$ cat src/rtl/esdi_task_sequencer_if.sv
// esdi_task_sequencer_if: AXI4-Lite master port toward the sector-timing CSR slave.
interface esdi_task_sequencer_if;
    logic        awvalid, awready;
    logic [4:0]  awaddr;
    logic [2:0]  awprot;
    logic        wvalid, wready;
    logic [31:0] wdata;
    logic [3:0]  wstrb;
    logic        bvalid, bready;
    logic [1:0]  bresp;
    logic        arvalid, arready;
    logic [4:0]  araddr;
    logic [2:0]  arprot;
    logic        rvalid, rready;
    logic [31:0] rdata;
    logic [1:0]  rresp;
    modport master(
        output awvalid, awaddr, awprot, wvalid, wdata, wstrb, bready, arvalid, araddr, arprot, rready,
        input  awready, wready, bvalid, bresp, arready, rvalid, rdata, rresp
    );
    modport slave(
        input  awvalid, awaddr, awprot, wvalid, wdata, wstrb, bready, arvalid, araddr, arprot, rready,
        output awready, wready, bvalid, bresp, arready, rvalid, rdata, rresp
    );
endinterface

$ cat src/rtl/esdi_task_sequencer.sv
// esdi_task_sequencer: splits a multi-sector read into per-sector task writes,
// throttled by polling the sector-timing block's tasks-pending register.
module esdi_task_sequencer #(
    parameter int unsigned MAX_PENDING = 64,
    parameter logic [15:0] POLL_GAP    = 16'd16,
    parameter logic [4:0]  TASK_ADDR   = 5'h18
) (
    input  logic                         csr_aclk,
    input  logic                         csr_aresetn,
    input  logic                         req_valid,
    output logic                         req_ready,
    input  logic [15:0]                  req_start_sector,
    input  logic [15:0]                  req_count,
    input  logic [15:0]                  sectors_per_track,
    input  logic                         abort,
    output logic                         busy,
    output logic                         done,
    output logic                         error,
    esdi_task_sequencer_if.master        m
);
    typedef enum logic [2:0] {IDLE, POLL_AR, POLL_R, WAIT, WRITE, WRITE_B, DONE} state_t;
    state_t      state;
    logic [15:0] cur_sector, remaining, spt, gap_cnt;
    logic        abort_pend, stop, bad_req, unused_rdata;
    assign req_ready    = state == IDLE;
    assign busy         = state != IDLE;
    assign done         = state == DONE;
    assign stop         = abort | abort_pend;
    assign bad_req      = sectors_per_track == 16'd0 || req_start_sector >= sectors_per_track;
    assign m.awprot     = 3'b0;
    assign m.arprot     = 3'b0;
    assign m.wstrb      = 4'hF;
    assign unused_rdata = ^m.rdata[31:7];
    always_ff @(posedge csr_aclk) begin
        if (!csr_aresetn) begin
            state      <= IDLE;
            error      <= 1'b0;
            abort_pend <= 1'b0;
            cur_sector <= '0;
            remaining  <= '0;
            spt        <= '0;
            gap_cnt    <= '0;
            m.awvalid  <= 1'b0;
            m.wvalid   <= 1'b0;
            m.bready   <= 1'b0;
            m.arvalid  <= 1'b0;
            m.rready   <= 1'b0;
            m.awaddr   <= '0;
            m.araddr   <= '0;
            m.wdata    <= '0;
        end else begin
            if (state != IDLE && abort) abort_pend <= 1'b1;
            case (state)
                IDLE: if (req_valid) begin
                    cur_sector <= req_start_sector;
                    remaining  <= req_count;
                    spt        <= sectors_per_track;
                    abort_pend <= 1'b0;
                    error      <= req_count != 16'd0 && bad_req;
                    if (req_count == 16'd0 || bad_req) state <= DONE;
                    else begin
                        state     <= POLL_AR;
                        m.arvalid <= 1'b1;
                        m.araddr  <= TASK_ADDR;
                    end
                end
                POLL_AR: if (m.arready) begin
                    m.arvalid <= 1'b0;
                    m.rready  <= 1'b1;
                    state     <= POLL_R;
                end
                POLL_R: if (m.rvalid) begin
                    m.rready <= 1'b0;
                    if (m.rresp != 2'b00) begin
                        error <= 1'b1;
                        state <= DONE;
                    end else if ({25'd0, m.rdata[6:0]} >= MAX_PENDING) begin
                        state   <= stop ? DONE : WAIT;
                        gap_cnt <= POLL_GAP;
                    end else begin
                        state     <= WRITE;
                        m.awvalid <= 1'b1;
                        m.wvalid  <= 1'b1;
                        m.awaddr  <= TASK_ADDR;
                        m.wdata   <= {16'h0, cur_sector};
                    end
                end
                WAIT: begin
                    gap_cnt <= gap_cnt - 16'd1;
                    if (gap_cnt <= 16'd1) begin
                        state     <= stop ? DONE : POLL_AR;
                        m.arvalid <= !stop;
                        m.araddr  <= TASK_ADDR;
                    end
                end
                WRITE: begin
                    if (m.awready) m.awvalid <= 1'b0;
                    if (m.wready) m.wvalid <= 1'b0;
                    // both channels finished, either earlier or on this edge
                    if ((!m.awvalid || m.awready) && (!m.wvalid || m.wready)) begin
                        state    <= WRITE_B;
                        m.bready <= 1'b1;
                    end
                end
                WRITE_B: if (m.bvalid) begin
                    m.bready <= 1'b0;
                    if (m.bresp != 2'b00) begin
                        error <= 1'b1;
                        state <= DONE;
                    end else begin
                        cur_sector <= (cur_sector + 16'd1 == spt) ? 16'd0 : cur_sector + 16'd1;
                        remaining  <= remaining - 16'd1;
                        if (remaining == 16'd1 || stop) state <= DONE;
                        else begin
                            state     <= POLL_AR;
                            m.arvalid <= 1'b1;
                            m.araddr  <= TASK_ADDR;
                        end
                    end
                end
                DONE: state <= IDLE;
                default: state <= IDLE;
            endcase
        end
    end
endmodule

$ cat src/flat_wrapper.sv
// flat-port wrapper written by rule: the top's interface ports become plain ports
module esdi_task_sequencer_flat 
#(
    parameter int unsigned MAX_PENDING = 64,
    parameter logic [15:0] POLL_GAP    = 16'd16,
    parameter logic [4:0]  TASK_ADDR   = 5'h18
)
  (csr_aclk, csr_aresetn, req_valid, req_ready, req_start_sector, req_count, sectors_per_track, abort, busy, done, error, m_awvalid, m_awaddr, m_awprot, m_wvalid, m_wdata, m_wstrb, m_bready, m_arvalid, m_araddr, m_arprot, m_rready, m_awready, m_wready, m_bvalid, m_bresp, m_arready, m_rvalid, m_rdata, m_rresp);
  esdi_task_sequencer_if m_i ();
  input  logic csr_aclk;
  input  logic csr_aresetn;
  input  logic req_valid;
  output logic req_ready;
  input  logic [15:0] req_start_sector;
  input  logic [15:0] req_count;
  input  logic [15:0] sectors_per_track;
  input  logic abort;
  output logic busy;
  output logic done;
  output logic error;
  output wire logic [$bits(m_i.awvalid)-1:0] m_awvalid;
  output wire logic [$bits(m_i.awaddr)-1:0] m_awaddr;
  output wire logic [$bits(m_i.awprot)-1:0] m_awprot;
  output wire logic [$bits(m_i.wvalid)-1:0] m_wvalid;
  output wire logic [$bits(m_i.wdata)-1:0] m_wdata;
  output wire logic [$bits(m_i.wstrb)-1:0] m_wstrb;
  output wire logic [$bits(m_i.bready)-1:0] m_bready;
  output wire logic [$bits(m_i.arvalid)-1:0] m_arvalid;
  output wire logic [$bits(m_i.araddr)-1:0] m_araddr;
  output wire logic [$bits(m_i.arprot)-1:0] m_arprot;
  output wire logic [$bits(m_i.rready)-1:0] m_rready;
  input wire logic [$bits(m_i.awready)-1:0] m_awready;
  input wire logic [$bits(m_i.wready)-1:0] m_wready;
  input wire logic [$bits(m_i.bvalid)-1:0] m_bvalid;
  input wire logic [$bits(m_i.bresp)-1:0] m_bresp;
  input wire logic [$bits(m_i.arready)-1:0] m_arready;
  input wire logic [$bits(m_i.rvalid)-1:0] m_rvalid;
  input wire logic [$bits(m_i.rdata)-1:0] m_rdata;
  input wire logic [$bits(m_i.rresp)-1:0] m_rresp;
  assign m_awvalid = m_i.awvalid;
  assign m_awaddr = m_i.awaddr;
  assign m_awprot = m_i.awprot;
  assign m_wvalid = m_i.wvalid;
  assign m_wdata = m_i.wdata;
  assign m_wstrb = m_i.wstrb;
  assign m_bready = m_i.bready;
  assign m_arvalid = m_i.arvalid;
  assign m_araddr = m_i.araddr;
  assign m_arprot = m_i.arprot;
  assign m_rready = m_i.rready;
  assign m_i.awready = m_awready;
  assign m_i.wready = m_wready;
  assign m_i.bvalid = m_bvalid;
  assign m_i.bresp = m_bresp;
  assign m_i.arready = m_arready;
  assign m_i.rvalid = m_rvalid;
  assign m_i.rdata = m_rdata;
  assign m_i.rresp = m_rresp;
  esdi_task_sequencer #(.MAX_PENDING(MAX_PENDING), .POLL_GAP(POLL_GAP), .TASK_ADDR(TASK_ADDR)) u_core (.csr_aclk(csr_aclk), .csr_aresetn(csr_aresetn), .req_valid(req_valid), .req_ready(req_ready), .req_start_sector(req_start_sector), .req_count(req_count), .sectors_per_track(sectors_per_track), .abort(abort), .busy(busy), .done(done), .error(error), .m(m_i));
endmodule
$ cat config.mk
export PLATFORM = sky130hd
export DESIGN_NAME = esdi_task_sequencer_flat
export DESIGN_NICKNAME = d
export VERILOG_FILES = /design/src/rtl/esdi_task_sequencer_if.sv /design/src/rtl/esdi_task_sequencer.sv /design/src/flat_wrapper.sv
export SDC_FILE = /design/constraint.sdc
export NUM_CORES = 1
export LEC_CHECK = 0
export BUFFER_PORTS_ARGS = -buffer_cell sky130_fd_sc_hd__buf_2
export CORE_MARGIN = 3
export CORE_UTILIZATION = 54
export CTS_CLUSTER_DIAMETER = 200
export DETAILED_ROUTE_END_ITERATION = 8
export HOLD_SLACK_MARGIN = 0.12
export PLACE_DENSITY = 0.81
export SLEW_MARGIN = 30
export SYNTH_ARGS = -nofsm -noshare
export SYNTH_HDL_FRONTEND = slang
export SYNTH_SLANG_ARGS = --single-unit
$ cat constraint.sdc
create_clock -name csr_aclk -period 3.4 [get_ports csr_aclk]
set_input_delay 0.85 -clock csr_aclk [delete_from_list [all_inputs] [get_ports csr_aclk]]
set_output_delay 0.85 -clock csr_aclk [all_outputs]
set_load 0.02 [all_outputs]
-- Yosys cells after proc, flatten, opt, wreduce, memory -nomap -nowiden
Cells that the tools add are included.
- add/subtract/negate cells: 3
- order comparisons: 3
- equality and inequality tests: 24
- multiplexer cells: 64
- bitwise operators: 3
- reductions and logical operators: 38
- operator list (kind ; count):
    two-way mux 16 bit ; 10
    case mux 16 bit (2 select lines) ; 3
    two-way mux 3 bit ; 13
    logical NOT 16 bit ; 2
    subtractor 16 x 1 -> 16 bit, second input constant ; 2
    two-way mux 5 bit ; 6
    two-way mux 1 bit ; 24
    inequality test 2 bit, second input constant ; 11
    case mux 3 bit (6 select lines) ; 1
    adder 16 x 1 -> 16 bit, second input constant ; 1
    == test 16 x 1 -> 1 bit, second input constant ; 1
    == test 16 bit ; 1
    greater-or-equal comparator 16 bit ; 1
    less-or-equal comparator 16 x 1 -> 1 bit, second input constant ; 1
    nonzero test 16 bit ; 1
    case mux 5 bit (3 select lines) ; 1
    nonzero test 2 bit ; 7
    AND reduction 4 bit ; 3
    AND reduction 6 bit ; 2
    inequality test 2 x 1 -> 1 bit, second input constant ; 5
    AND reduction 5 bit ; 2
    == test 3 bit, second input constant ; 3
    nonzero test 3 bit ; 3
    case mux 1 bit (2 select lines) ; 4
    other kinds (16) ; 27
- register bits after elaboration: 96
- input port bits: 93

-- Logic depth before layout (Yosys ltp)
- depth in word-level cells: 6
- mapped depth: 11
- depth with buffers taken out: 10

-- Worst setup path before layout
Ideal clock, no wire load.
- path type: input port to flip-flop
- start point: input m_rresp[1]
- end point: register u_core.gap_cnt[11]
- library setup time: 71 ps
- arrival time: 2579 ps
- setup slack: 750 ps
- cell stages on the path: 9
- path through: nor2_1 > a31oi_1 > or3_1 > buf_2 > nand4b_4 > or3_1 > buf_2 > or3_1 > a21oi_1
- longest elaborated chain between the ends: 3
- ends and longest elaborated chain (what ; line ; RTL):
    start, declared ; flat_wrapper.sv:39 ; input wire logic [$bits(m_i.rresp)-1:0] m_rresp;
    nonzero test 2 bit ; esdi_task_sequencer.sv:74 ; if (m.rresp != 2'b00) begin
    inequality test 2 bit (no line) ; n/a ;
    AND reduction 4 bit (no line) ; n/a ;
    end signal, assigned ; esdi_task_sequencer.sv:89 ; gap_cnt <= gap_cnt - 16'd1;
    end, declared ; esdi_task_sequencer.sv:23 ; logic [15:0] cur_sector, remaining, spt, gap_cnt;
No other way between the ends.
A chain may end at the register's enable or synchronous reset.

-- Worst setup path after layout
- start point: register u_core.cur_sector[0]
- end point: register u_core.cur_sector[4]
- longest elaborated chain between the ends: 6
- ends and longest elaborated chain (what ; line ; RTL):
    start, declared ; esdi_task_sequencer.sv:23 ;
    start signal, assigned ; esdi_task_sequencer.sv:55 ; cur_sector <= req_start_sector;
    start signal, assigned ; esdi_task_sequencer.sv:111 ; cur_sector <= (cur_sector + 16'd1 == spt) ? 16'd0 : cur_sector + 16'd1;
    adder 16 x 1 -> 16 bit * ; esdi_task_sequencer.sv:111 ;
    == test 16 bit ; esdi_task_sequencer.sv:111 ;
    two-way mux 16 bit * ; esdi_task_sequencer.sv:111 ;
    two-way mux 16 bit * ; esdi_task_sequencer.sv:107 ; if (m.bresp != 2'b00) begin
    two-way mux 16 bit * ; esdi_task_sequencer.sv:105 ; WRITE_B: if (m.bvalid) begin
    case mux 16 bit (2 select lines) * ; esdi_task_sequencer.sv:53 ; case (state)
Mark *: on every way between the ends. The rest lies on a longest branch, timed or not. The select of a mux whose other input is x is not followed.

==> out/metrics.cfg <==
[min_path]
hold_class = reg2reg

[grt]
grt-ovfl-total = 0
grt_util_all_layers_pct = 24.1
grt_pass1_vias = 4757
grt_max_degree = 39
grt_first_pass_wirelength_um = 23300
antenna_found_initial = 0

[layout]
finalNonFillerCells = 978
finish.instance_area_um2 = 6380
nFillCells = 1010
drive_gt1_share_pct = 17.6
fin_nets = 951
area_growth_pct = 9.16
diodes = 0

[logic_synthesis]
synth-xor-area-share_pct = 4.92
synth_edf_count = 0
ys.flop_type = dfxtp_1
yosys.area.top_type = dfxtp_1
synth_compound_area_share_pct = 22.8
synthTopCellsByCount = 118 x nand2_1, 92 x dfxtp_1, 81 x a21oi_1
syn-cell-area_um2 = 5850
synthDistinctLibCells = 79
syn_inst = 775
synth_area_leaders = dfxtp_1 31%, nand2_1 7.6%, a21oi_1 6.9%
synth.most_common_cell = nand2_1
yosysTopAreaCellShare_pct = 31.5
synth_fa_ha_area_share_pct = 4.49
muxShareOfSynthArea_pct = 0.193
synthSimpleGateAreaFrac_pct = 25.4
synth_top_family_by_area = simple AND/OR/NAND/NOR gates
async_reset_ff_share_pct = 0
yosysWarnings = 0
yosysSeqAreaShare_pct = 31.5
ys_seq_elements = 92
syn_avg_cell_area_um2 = 7.55

[worst_setup_path]
critical_path_class = reg2reg
crit_arrival_ns = 3.34
worstSetupStartpointType = flip-flop
worst-path-max-fanout = 9
path_cells = ha_1 -> and3_1 -> nand3_1 -> xnor2_1 -> nand4_1 -> a2111oi_4 -> and3_2 -> a21o_1 -> nor2_1
slowest_stage = dfxtp_1
end_kind = flip-flop
slowest_delay_ns = 0.56
worst_ep_required_time_ns = 3.66

[clock_tree]
clk_pin_slew_ns = 0.10
worstSkewPairLatency_ns = 0.39
numCtsBuffers = 9
cts_resized = 0
clock-sinks = 92
htree_levels = 3
cts_setup_buffers = 0
root_buffer = clkbuf_8
cts_hold_buffers = 0
cts.path.max_buffers = 2
cts_tree = done

[power_and_ir_drop]
power_density_nw_per_um2 = 781
fin_total_pwr_w = 0.00499
p_int_w = 0.00266
vdd_drop_max_mv = 0.368
comb_power_share_pct = 48.8
switching_share_pct = 46.7
pwr-share-clk_pct = 14.6
p_leak_nw = 2.73
p_sw_w = 0.00233
p_seq_share_pct = 36.5

[route]
drtIter0Drc = 617
drt-wirelength-per-cell_um = 14.9
dr.pass1.iters = 8
drt-total-wl_um = 14600
vias = 5628
drc = 0
routed_via_density = 5.75
antenna_left = 0

[timing]
setup_tns_ns = 0
finalCritPeriodShare_pct = 90.6
fin_skew_ns = 0.0154
setup_ws_ns = 0.320
setup_viol_count_final = 0
relSlewSlack_pct = 53.8
fmax_ghz = 0.325
worst_slew_pin_slew_ns = 0.694
rsz0062_at_grt = false
final-hold-violation-count = 0
maxSlewViolCount = 0
fin_crit_ns = 3.08

[placed_design]
detailed_place.area_um2 = 6190
dp_slack_ns = 0.399
io_buffer_count = 90
dp_hpwl_um = 10800
place.gp.congestion = 0.922
dp_cells = 962

[die]
start_util_pct = 56.2
rows = 37
io-pin-count = 154
die_w_um = 110
die_y_um = 110
die_area_um2 = 12100
core_area_um2 = 10400

[status]
status = completed

[flow_run]
drv_cap = 0

[layer usage]
metal | global-route usage [%] | share of wire [%] | vias up
met4 | 7.12 | 1.8 | 0
met2 | 37.5 | 45 | 226
li1 | - | - | 2780
met5 | 0 | 0 | -
met3 | 3.61 | 7.4 | 24
met1 | 34.6 | 46 | 2598
[state kept, by name, summed over array words and instances, names as in the netlist]
| name | cells |
|---|---|
| u_core.abort_pend | 1 |
| u_core.cur_sector | 16 |
| u_core.error | 1 |
| u_core.gap_cnt | 16 |
| u_core.m.araddr | 1 |
| u_core.m.arvalid | 1 |
| u_core.m.awaddr | 1 |
| u_core.m.awvalid | 1 |
| u_core.m.bready | 1 |
| u_core.m.rready | 1 |
| u_core.m.wdata | 16 |
| u_core.m.wvalid | 1 |
| u_core.remaining | 16 |
| u_core.spt | 16 |
| u_core.state | 3 |
[area by class of cell]
cell class / count / area (µm²) / share of cell area [%]
Clock buffer: 9 / 124 / 1.94
Clock inverter: 7 / 67.6 / 1.06
Inverter: 34 / 128 / 2.00
Multi-Input combinational cell: 597 / 3510 / 54.9
Sequential cell: 92 / 1840 / 28.8
Tap cell: 136 / 170 / 2.67
Timing Repair Buffer: 103 / 548 / 8.58
[metrics by stage]
step | hold slack [ns] | util [%]
global placement | 0.439 | 59.5
detailed placement | 0.443 | 59.5
finish | 0.457 | 61.3
global route | 0.481 | 61.3
floorplan | 0.448 | -
CTS | 0.457 | 61.3
[worst max-delay path: cells and delay by family (launching register included)]
family                   cells  cell delay (ns)
AND/OR/NAND/NOR              5             1.05
AO/OA/AOI/OAI                2             0.81
flip-flops                   1             0.56
adder cells (fa/ha/maj)      1             0.36
XOR/XNOR                     1             0.20
[cells in the final DEF (no fill, tap or decap), types with 8 or more instances in the layout]
cell and count:
conb_1 32, a31oi_1 12, nor3_1 14, xnor2_1 23
nand3_1 15, buf_2 90, or3_1 9, nor2_1 78
a21oi_1 81, nand2_1 118, ha_1 21, a21o_1 9
xor2_1 8, nor4_1 14, inv_1 32, nand4_1 9
a22oi_1 9, clkbuf_8 9, buf_4 13, dfxtp_1 92
o21ai_0 33
[worst paths after layout]
check                                     startpoint                   end  slack [ns]  cells past startpoint
worst max register to register  u_core.cur_sector[0]  u_core.cur_sector[4]        0.32                      9
worst min-delay path              u_core.m.wdata[14]    u_core.m.wdata[14]        0.46                      2
worst min register to register    u_core.m.wdata[14]    u_core.m.wdata[14]        0.46                      2
worst max-delay path            u_core.cur_sector[0]  u_core.cur_sector[4]        0.32                      9
[power groups by stage]
stage	clock (W)	combinational [W]	sequential [W]
2_1_floorplan	0	0.00206	0.00164
3_3_place_gp	0	0.00236	0.00182
3_5_place_dp	0	0.00241	0.00183
4_1_cts	0.000740	0.00242	0.00181
5_1_grt	0.000778	0.00273	0.00186
6_report	0.000730	0.00244	0.00182
[cell families after synthesis]
family	after synthesis
buffers and inverters	116
other	2
XOR/XNOR	32
multiplexers	1
adder cells (fa/ha/maj)	21
AO/OA/AOI/OAI	210
flip-flops	92
AND/OR/NAND/NOR	301
Power figures use the tool's default switching activity.
